### src/rtl/align_shift_pipe.sv
// Pipelined right shifter for FP significand alignment and normalisation.
// One log-shift level per register stage, with sticky, fill, tag and valid/ready.
module align_shift_pipe #(
  parameter int WIDTH = 49,
  parameter int TAG_W = 10
) (
  input  logic                     clk,
  input  logic                     rst,
  input  logic [WIDTH-1:0]         in,
  input  logic [$clog2(WIDTH)-1:0] nshift,
  input  logic                     arith,
  input  logic [TAG_W-1:0]         tag_in,
  input  logic                     in_valid,
  output logic                     in_ready,
  output logic [WIDTH-1:0]         out,
  output logic                     sticky,
  output logic [TAG_W-1:0]         tag_out,
  output logic                     out_valid,
  input  logic                     out_ready
);

  localparam int SHW = $clog2(WIDTH);

  logic [WIDTH-1:0] data_a [SHW];
  logic [SHW-1:0]   sh_a   [SHW];
  logic [TAG_W-1:0] tag_a  [SHW];
  logic             fill_a [SHW];
  logic             stk_a  [SHW];
  logic             v_a    [SHW];
  logic [SHW:0]     rdy;

  assign rdy[SHW] = out_ready;

  for (genvar i = 0; i < SHW; i++) begin : g_lvl
    localparam int K = SHW - 1 - i;
    localparam int S = 1 << K;

    logic [WIDTH-1:0] din;
    logic [WIDTH-1:0] dsh;
    logic [SHW-1:0]   shin;
    logic [TAG_W-1:0] tin;
    logic             fin;
    logic             sin;
    logic             vin;
    logic             en;
    logic             lost;

    logic [WIDTH-1:0] data_q, data_d;
    logic [SHW-1:0]   sh_q;
    logic [TAG_W-1:0] tag_q;
    logic             fill_q;
    logic             stk_q, stk_d;
    logic             v_q;

    if (i == 0) begin : g_head
      assign din  = in;
      assign shin = nshift;
      assign tin  = tag_in;
      assign fin  = arith & in[WIDTH-1];
      assign sin  = 1'b0;
      assign vin  = in_valid;
    end else begin : g_body
      assign din  = data_a[i-1];
      assign shin = sh_a[i-1];
      assign tin  = tag_a[i-1];
      assign fin  = fill_a[i-1];
      assign sin  = stk_a[i-1];
      assign vin  = v_a[i-1];
    end

    assign en = shin[K];

    // A level whose step reaches the full width flushes everything out
    if (S >= WIDTH) begin : g_flush
      assign dsh  = {WIDTH{fin}};
      assign lost = |din;
    end else begin : g_part
      assign dsh  = {{S{fin}}, din[WIDTH-1:S]};
      assign lost = |din[S-1:0];
    end

    assign data_d = en ? dsh : din;
    assign stk_d  = sin | (en & lost);
    assign rdy[i] = !v_q | rdy[i+1];

    always_ff @(posedge clk) begin
      if (rst) begin
        data_q <= '0;
        sh_q   <= '0;
        tag_q  <= '0;
        fill_q <= 1'b0;
        stk_q  <= 1'b0;
        v_q    <= 1'b0;
      end else if (rdy[i]) begin
        v_q <= vin;
        if (vin) begin
          data_q <= data_d;
          sh_q   <= shin;
          tag_q  <= tin;
          fill_q <= fin;
          stk_q  <= stk_d;
        end
      end
    end

    assign data_a[i] = data_q;
    assign sh_a[i]   = sh_q;
    assign tag_a[i]  = tag_q;
    assign fill_a[i] = fill_q;
    assign stk_a[i]  = stk_q;
    assign v_a[i]    = v_q;
  end

  assign in_ready  = rdy[0];
  assign out       = data_a[SHW-1];
  assign sticky    = stk_a[SHW-1];
  assign tag_out   = tag_a[SHW-1];
  assign out_valid = v_a[SHW-1];

  logic unused_tail;
  assign unused_tail = ^{sh_a[SHW-1], fill_a[SHW-1]};

endmodule

### config.mk
export PLATFORM = sky130hd
export DESIGN_NAME = align_shift_pipe
export DESIGN_NICKNAME = d
export VERILOG_FILES = /design/src/rtl/align_shift_pipe.sv
export SDC_FILE = /design/constraint.sdc
export NUM_CORES = 1
export LEC_CHECK = 0
export ABC_AREA = 1
export CELL_PAD_IN_SITES_DETAIL_PLACEMENT = 0
export CELL_PAD_IN_SITES_GLOBAL_PLACEMENT = 1
export CORE_ASPECT_RATIO = 0.75
export CORE_MARGIN = 10
export CORE_UTILIZATION = 40
export DETAILED_ROUTE_END_ITERATION = 12
export PLACE_DENSITY_LB_ADDON = 0.25
export SLEW_MARGIN = 10
export SYNTH_ARGS = -nofsm -noshare
export SYNTH_HDL_FRONTEND = slang
export SYNTH_SLANG_ARGS = --single-unit
### constraint.sdc
create_clock -name clk -period 1.6 [get_ports clk]
set_input_delay 0.16 -clock clk [delete_from_list [all_inputs] [get_ports clk]]
set_output_delay 0.16 -clock clk [all_outputs]
set_load 0.02 [all_outputs]
After elaboration in Yosys (flattened, before gate mapping)
Cells that the tools add are included.
Storage, ports and cells
  register bits after elaboration: 386
  output and inout port bits: 62
  logic and storage cells: 75
  bits of input ports: 70
Cells by class
  reductions and logical operators: 17
  bitwise gates (word level): 18
  muxes and demuxes: 6
Operators with widths (count)
  49-bit two-way mux: 6
  32-bit OR reduction: 1
  16-bit OR reduction: 1
  2-bit AND reduction: 6
  1-bit bitwise OR: 11
  8-bit OR reduction: 1
  1-bit bitwise AND: 7
  1-bit zero test: 6
  4-bit OR reduction: 1
  2-bit OR reduction: 1

Longest topological paths before layout
  word-level depth: 8
  gate-level depth with buffers: 9
  mapped depth without buffers: 8

Worst setup path before layout
Ideal clock, no wire load.
  path kind: flip-flop to flip-flop
  from: register g_lvl[5].v_q (netlist: out_valid)
  to: register g_lvl[0].data_q[19]
  setup time: 0.113 ns
  period minus slack after synthesis: 1.490 ns
  required time: 1.487 ns
  stages on the path, launching flop included: 9
  path slack: 0.110 ns
  path buffers: 1
  data arrival time: 1.377 ns
  cells stage by stage: dfxtp_1 nand3_2 nor2_4 nand4_4 nand2_2 inv_2 buf_6 nor2_1 nor2_1
Between the ends
  cells in the longest elaborated chain, start to end: 8
RTL lines
  start: declaration: RTL line 53  | logic v_q;
  start signal: assignment: RTL line 95  | v_q <= vin;
  1-bit zero test: RTL line 84  | assign rdy[i] = !v_q | rdy[i+1];
  1-bit bitwise OR (6 in series): RTL line 84
  2-bit AND reduction (no line)
  end signal: assignment: RTL line 97  | data_q <= data_d;
  end: declaration: RTL line 48  | logic [WIDTH-1:0] data_q, data_d;
No other way between the ends.
A chain may end at the register's enable or synchronous reset.

Final worst setup path
  from: register g_lvl[4].v_q
  to: output port in_ready
Between the ends
  cells in the longest elaborated chain, start to end: 6
RTL lines
  start: declaration: RTL line 53
  start signal: assignment: RTL line 95
  1-bit zero test: RTL line 84
  1-bit bitwise OR (5 in series): RTL line 84
  end: declaration: RTL line 14  | output logic in_ready,
No other way between the ends.

==> metrics.txt <==
# TYPE chip_impl_metric gauge
chip_impl_info{name="run_status",value="finished with violations"} 1
chip_impl_info{name="failed_checks",value="setup timing"} 1
chip_impl_metric{name="tritoncts.num_buffers",unit=""} 40
chip_impl_info{name="worstSetupStartpointType",value="flip-flop"} 1
chip_impl_metric{name="post_route_antenna_net_violation_count",unit=""} 0
chip_impl_metric{name="final_cells",unit=""} 3038
chip_impl_metric{name="timing.critical_path.slowest_cell_delay",unit="ns"} 0.35
chip_impl_metric{name="grt.total_usage",unit="%"} 17.1
chip_impl_metric{name="report.final.setup_viol",unit=""} 7
chip_impl_metric{name="worst_skew_pair.late_latency",unit="ns"} 0.54
chip_impl_info{name="synth_top_area_cell",value="dfxtp_1"} 1
chip_impl_metric{name="cellLeakagePower",unit="nW"} 8.64
chip_impl_metric{name="setup-tns-final",unit="ns"} -0.0926
chip_impl_metric{name="post-route-cell-area",unit="mm²"} 0.0206
chip_impl_metric{name="post_synthesis_instance_area",unit="mm²"} 0.0168
chip_impl_metric{name="num-fill-cells",unit=""} 4199
chip_impl_metric{name="grt_start_max_net_pins",unit=""} 88
chip_impl_info{name="grt_setup_unrepaired",value="yes"} 1
chip_impl_metric{name="synthToLayoutAreaGrowth",unit="%"} 22.8
chip_impl_metric{name="final.period_utilization",unit="%"} 101
chip_impl_metric{name="grt_antenna_before_repair",unit=""} 0
chip_impl_metric{name="starting_density_of_the_core",unit="%"} 40.9
chip_impl_metric{name="die_area",unit="mm²"} 0.0506
chip_impl_metric{name="wire_per_inst",unit="µm"} 14.9
chip_impl_metric{name="tightestPinTransition",unit="ns"} 0.524
chip_impl_metric{name="postSynthRegisterBits",unit=""} 386
chip_impl_metric{name="nets",unit=""} 2521
chip_impl_metric{name="layout-drive-gt1-share",unit="%"} 10.9
chip_impl_info{name="ctsRootBufferMaster",value="clkbuf_16"} 1
chip_impl_metric{name="ir_worst_vdd",unit="mV"} 0.693
chip_impl_metric{name="final-max-slew-violation-count",unit=""} 0
chip_impl_metric{name="top_level_ports",unit=""} 132
chip_impl_metric{name="synth.lib_cells_used.distinct",unit=""} 25
chip_impl_info{name="timing.critical_path.max_delay_family",value="simple AND/OR/NAND/NOR gates"} 1
chip_impl_metric{name="die-height",unit="µm"} 197
chip_impl_metric{name="grt_pass1_wl",unit="µm"} 73500
chip_impl_metric{name="route.detailed.vias_per_inst",unit=""} 5.01
chip_impl_info{name="setup.worst_path.class",value="reg -> out"} 1
chip_impl_metric{name="fp.dieW",unit="µm"} 257
chip_impl_metric{name="clkSlewWorstSetupHoldPaths",unit="ns"} 0.06
chip_impl_info{name="worstHoldPathType",value="in -> reg"} 1
chip_impl_metric{name="timing.max_cap.violations",unit=""} 0
chip_impl_metric{name="num_vias",unit=""} 15213
chip_impl_metric{name="core_region_area",unit="mm²"} 0.0411
chip_impl_metric{name="period_minus_slack",unit="ns"} 1.62
chip_impl_metric{name="wirelength",unit="µm"} 45300
chip_impl_metric{name="max_slew_headroom",unit="%"} 65.1
chip_impl_metric{name="via_count_of_the_first_global_routing_pass",unit=""} 14673
chip_impl_metric{name="post-route-drc-count",unit=""} 0
chip_impl_info{name="worst_path_max_delay_cell",value="dfxtp_2"} 1
chip_impl_info{name="synth.area.top_cells",value="dfxtp_1, o21ai_0, nor2_1"} 1
chip_impl_metric{name="placed_area",unit="mm²"} 0.0189
chip_impl_info{name="cts_tree",value="yes"} 1
chip_impl_metric{name="synthesis.area_per_instance",unit="µm²"} 7.16
chip_impl_metric{name="core.rowCount",unit=""} 64
chip_impl_metric{name="achievable_freq",unit="MHz"} 616
chip_impl_metric{name="place.gp.congestion",unit=""} 0.863
chip_impl_metric{name="clock-sinks",unit=""} 386
chip_impl_metric{name="sum_of_net_half_perimeters_after_detailed_placement",unit="µm"} 32100
chip_impl_metric{name="synthesis.yosys.warnings",unit=""} 0
chip_impl_info{name="timing.critical_path.cells",value="nand3_4 -> nor2_4 -> nand4_4 -> buf_6"} 1
chip_impl_metric{name="synth-seq-area-share",unit="%"} 46.0
chip_impl_metric{name="cts_max_path_buffers",unit=""} 3
chip_impl_metric{name="ctsHtreeMaxLevel",unit=""} 2
chip_impl_metric{name="placed_cells_incl_taps",unit=""} 2950
chip_impl_metric{name="worstPathRequired",unit="ns"} 1.44
chip_impl_metric{name="cts_hold_repair.buffers",unit=""} 0
chip_impl_metric{name="yosysTopAreaCellShare",unit="%"} 46.0
chip_impl_metric{name="worstPathBufferInverterCount",unit=""} 1
chip_impl_metric{name="antennaDiodeCount",unit=""} 0
chip_impl_metric{name="grt_remaining_overflow",unit=""} 0
chip_impl_metric{name="timing.critical_path.arrival",unit="ns"} 1.46
chip_impl_metric{name="firstDrtPassIters",unit=""} 5
chip_impl_metric{name="io_buffer_count",unit=""} 131
chip_impl_metric{name="clock_skew",unit="ns"} 0.0156
chip_impl_metric{name="power-per-cell-area",unit="mW/mm²"} 1050
chip_impl_metric{name="finalHoldViolCount",unit=""} 0
chip_impl_metric{name="drtIter0Drc",unit=""} 1010
chip_impl_metric{name="synthesis.instances",unit=""} 2345
chip_impl_metric{name="synth_net_count",unit=""} 2415
chip_impl_metric{name="worst_slack",unit="ns"} -0.0238
chip_impl_metric{name="crit_path_max_fo",unit=""} 3
chip_impl_info{name="timing.critical_path.to_type",value="output port"} 1
==> registers in the layout, summed over array words and instances (netlist names) <==
register      cells
g_lvl.data_q    245
g_lvl.fill_q      5
g_lvl.sh_q       15
g_lvl.stk_q       5
g_lvl.tag_q      50
g_lvl.v_q         5
out              49
out_valid         1
sticky            1
tag_out          10
==> stage by stage <==
step	total power, mW	util, %	hold slack, ns	setup slack (ns)
6_report	21.7	50.2	0.0866	-0.0238
2_1_floorplan	11.9	-	0.229	0.110
3_5_place_dp	12.7	46.0	0.457	-0.347
5_1_grt	22.6	50.2	0.126	-0.0977
4_1_cts	21.8	49.1	0.0706	-0.112
3_3_place_gp	12.6	46.0	0.453	-0.344
==> report_power, final <==
group          switching (mW)  leakage, nW  total (mW)  internal (mW)
registers               0.324         3.16        10.4           10.0
logic                    1.26         4.86        2.22          0.965
clock network            3.75        0.630        9.08           5.33
==> worst paths after layout <==
| path | start | endpoint | slack (ns) | depth (start not counted) |
|---|---|---|---|---|
| min reg2reg | g_lvl[2].data_q[28] | g_lvl[2].data_q[28] | 0.47 | 2 |
| min | in_valid | g_lvl[0].sh_q[2] | 0.09 | 4 |
| max reg2reg | g_lvl[4].v_q | g_lvl[2].tag_q[4] | -0.02 | 10 |
| max | g_lvl[4].v_q | in_ready | -0.02 | 4 |
==> final cells by class <==
cell class,instances,area (µm²),area share [%]
Timing Repair inverter,1,7.51,0.0364
Sequential cell,386,7730,37.5
Inverter,141,549,2.66
Clock inverter,11,109,0.528
Timing Repair Buffer,246,2580,12.5
Clock buffer,57,1160,5.61
Tap cell,561,702,3.41
Multi-Input combinational cell,1635,7770,37.7
==> layer usage <==
metal	wire (µm)	GRT usage, %	up-vias
li1	-	-	7868
met1	22500	23.3	7073
met2	20500	28.4	225
met3	1840	2.54	47
met4	554	3.46	0
met5	0	0	-
==> cell families (layout without fill, tap and decap cells) <==
kind of cell    Yosys count  after routing  share of synthesized area (%)
flops                   386            386                           46.0
simple gates            940            940                           22.6
compound gates          646            646                           19.6
mux                      49             49                           3.17
buf+inv                 324            456                           8.62
==> cell usage after synthesis, drive strengths merged <==
master / instances
nor2: 441
nand3: 24
nand2: 425
clkinv: 2
clkbuf: 99
buf: 84
inv: 139
o21ai: 391
mux2i: 16
nand4: 4
nand3b: 46
mux2: 33
dfxtp: 386
a31oi: 49
a21oi: 206
==> cell usage in the layout, fill, tap and decap left out, types with 2 or more instances in the layout <==
cell             synthesis  routed
nor2_1                 440     406
a31oi_1                 49      49
buf_6                   18      13
buf_12                   0      26
clkbuf_16                0      46
clkinv_1                 2       2
dfxtp_2                  0       5
inv_1                  132     129
nor2_4                   1      11
nand2_4                  0       3
mux2i_1                 16      16
nand2_1                420     420
o21ai_0                341     323
buf_4                    5      70
clkinvlp_4               0       3
dfxtp_1                386     381
nand4_1                  3       3
o21ai_1                 50      67
nor2_2                   0      24
mux2_2                  33      33
bufinv_16                0       2
nand2_2                  5       2
clkbuf_1                98       9
inv_2                    7       5
nand3b_1                46      46
nand3_1                 22      22
inv_4                    0       2
dlygate4sd2_1            0      61
clkbuf_8                 0       7
clkinv_2                 0       8
a21oi_1                206     206
clkdlybuf4s50_1          0      68
==> what timing repair did <==
action / 4_1_cts / 5_1_grt
buffers inserted: 4 / 9
hold endpoints to repair: 0 / 0
cloned: 0 / 7
setup endpoints to repair: 63 / 188
pin swaps: 2 / 10
resized for setup: 71 / 82
==> worst min-delay path, delay by kind of cell <==
family	cells	cell delay (ns)
simple gates	3	0.22
buf+inv	1	0.19
Power figures use the tool's default switching activity.
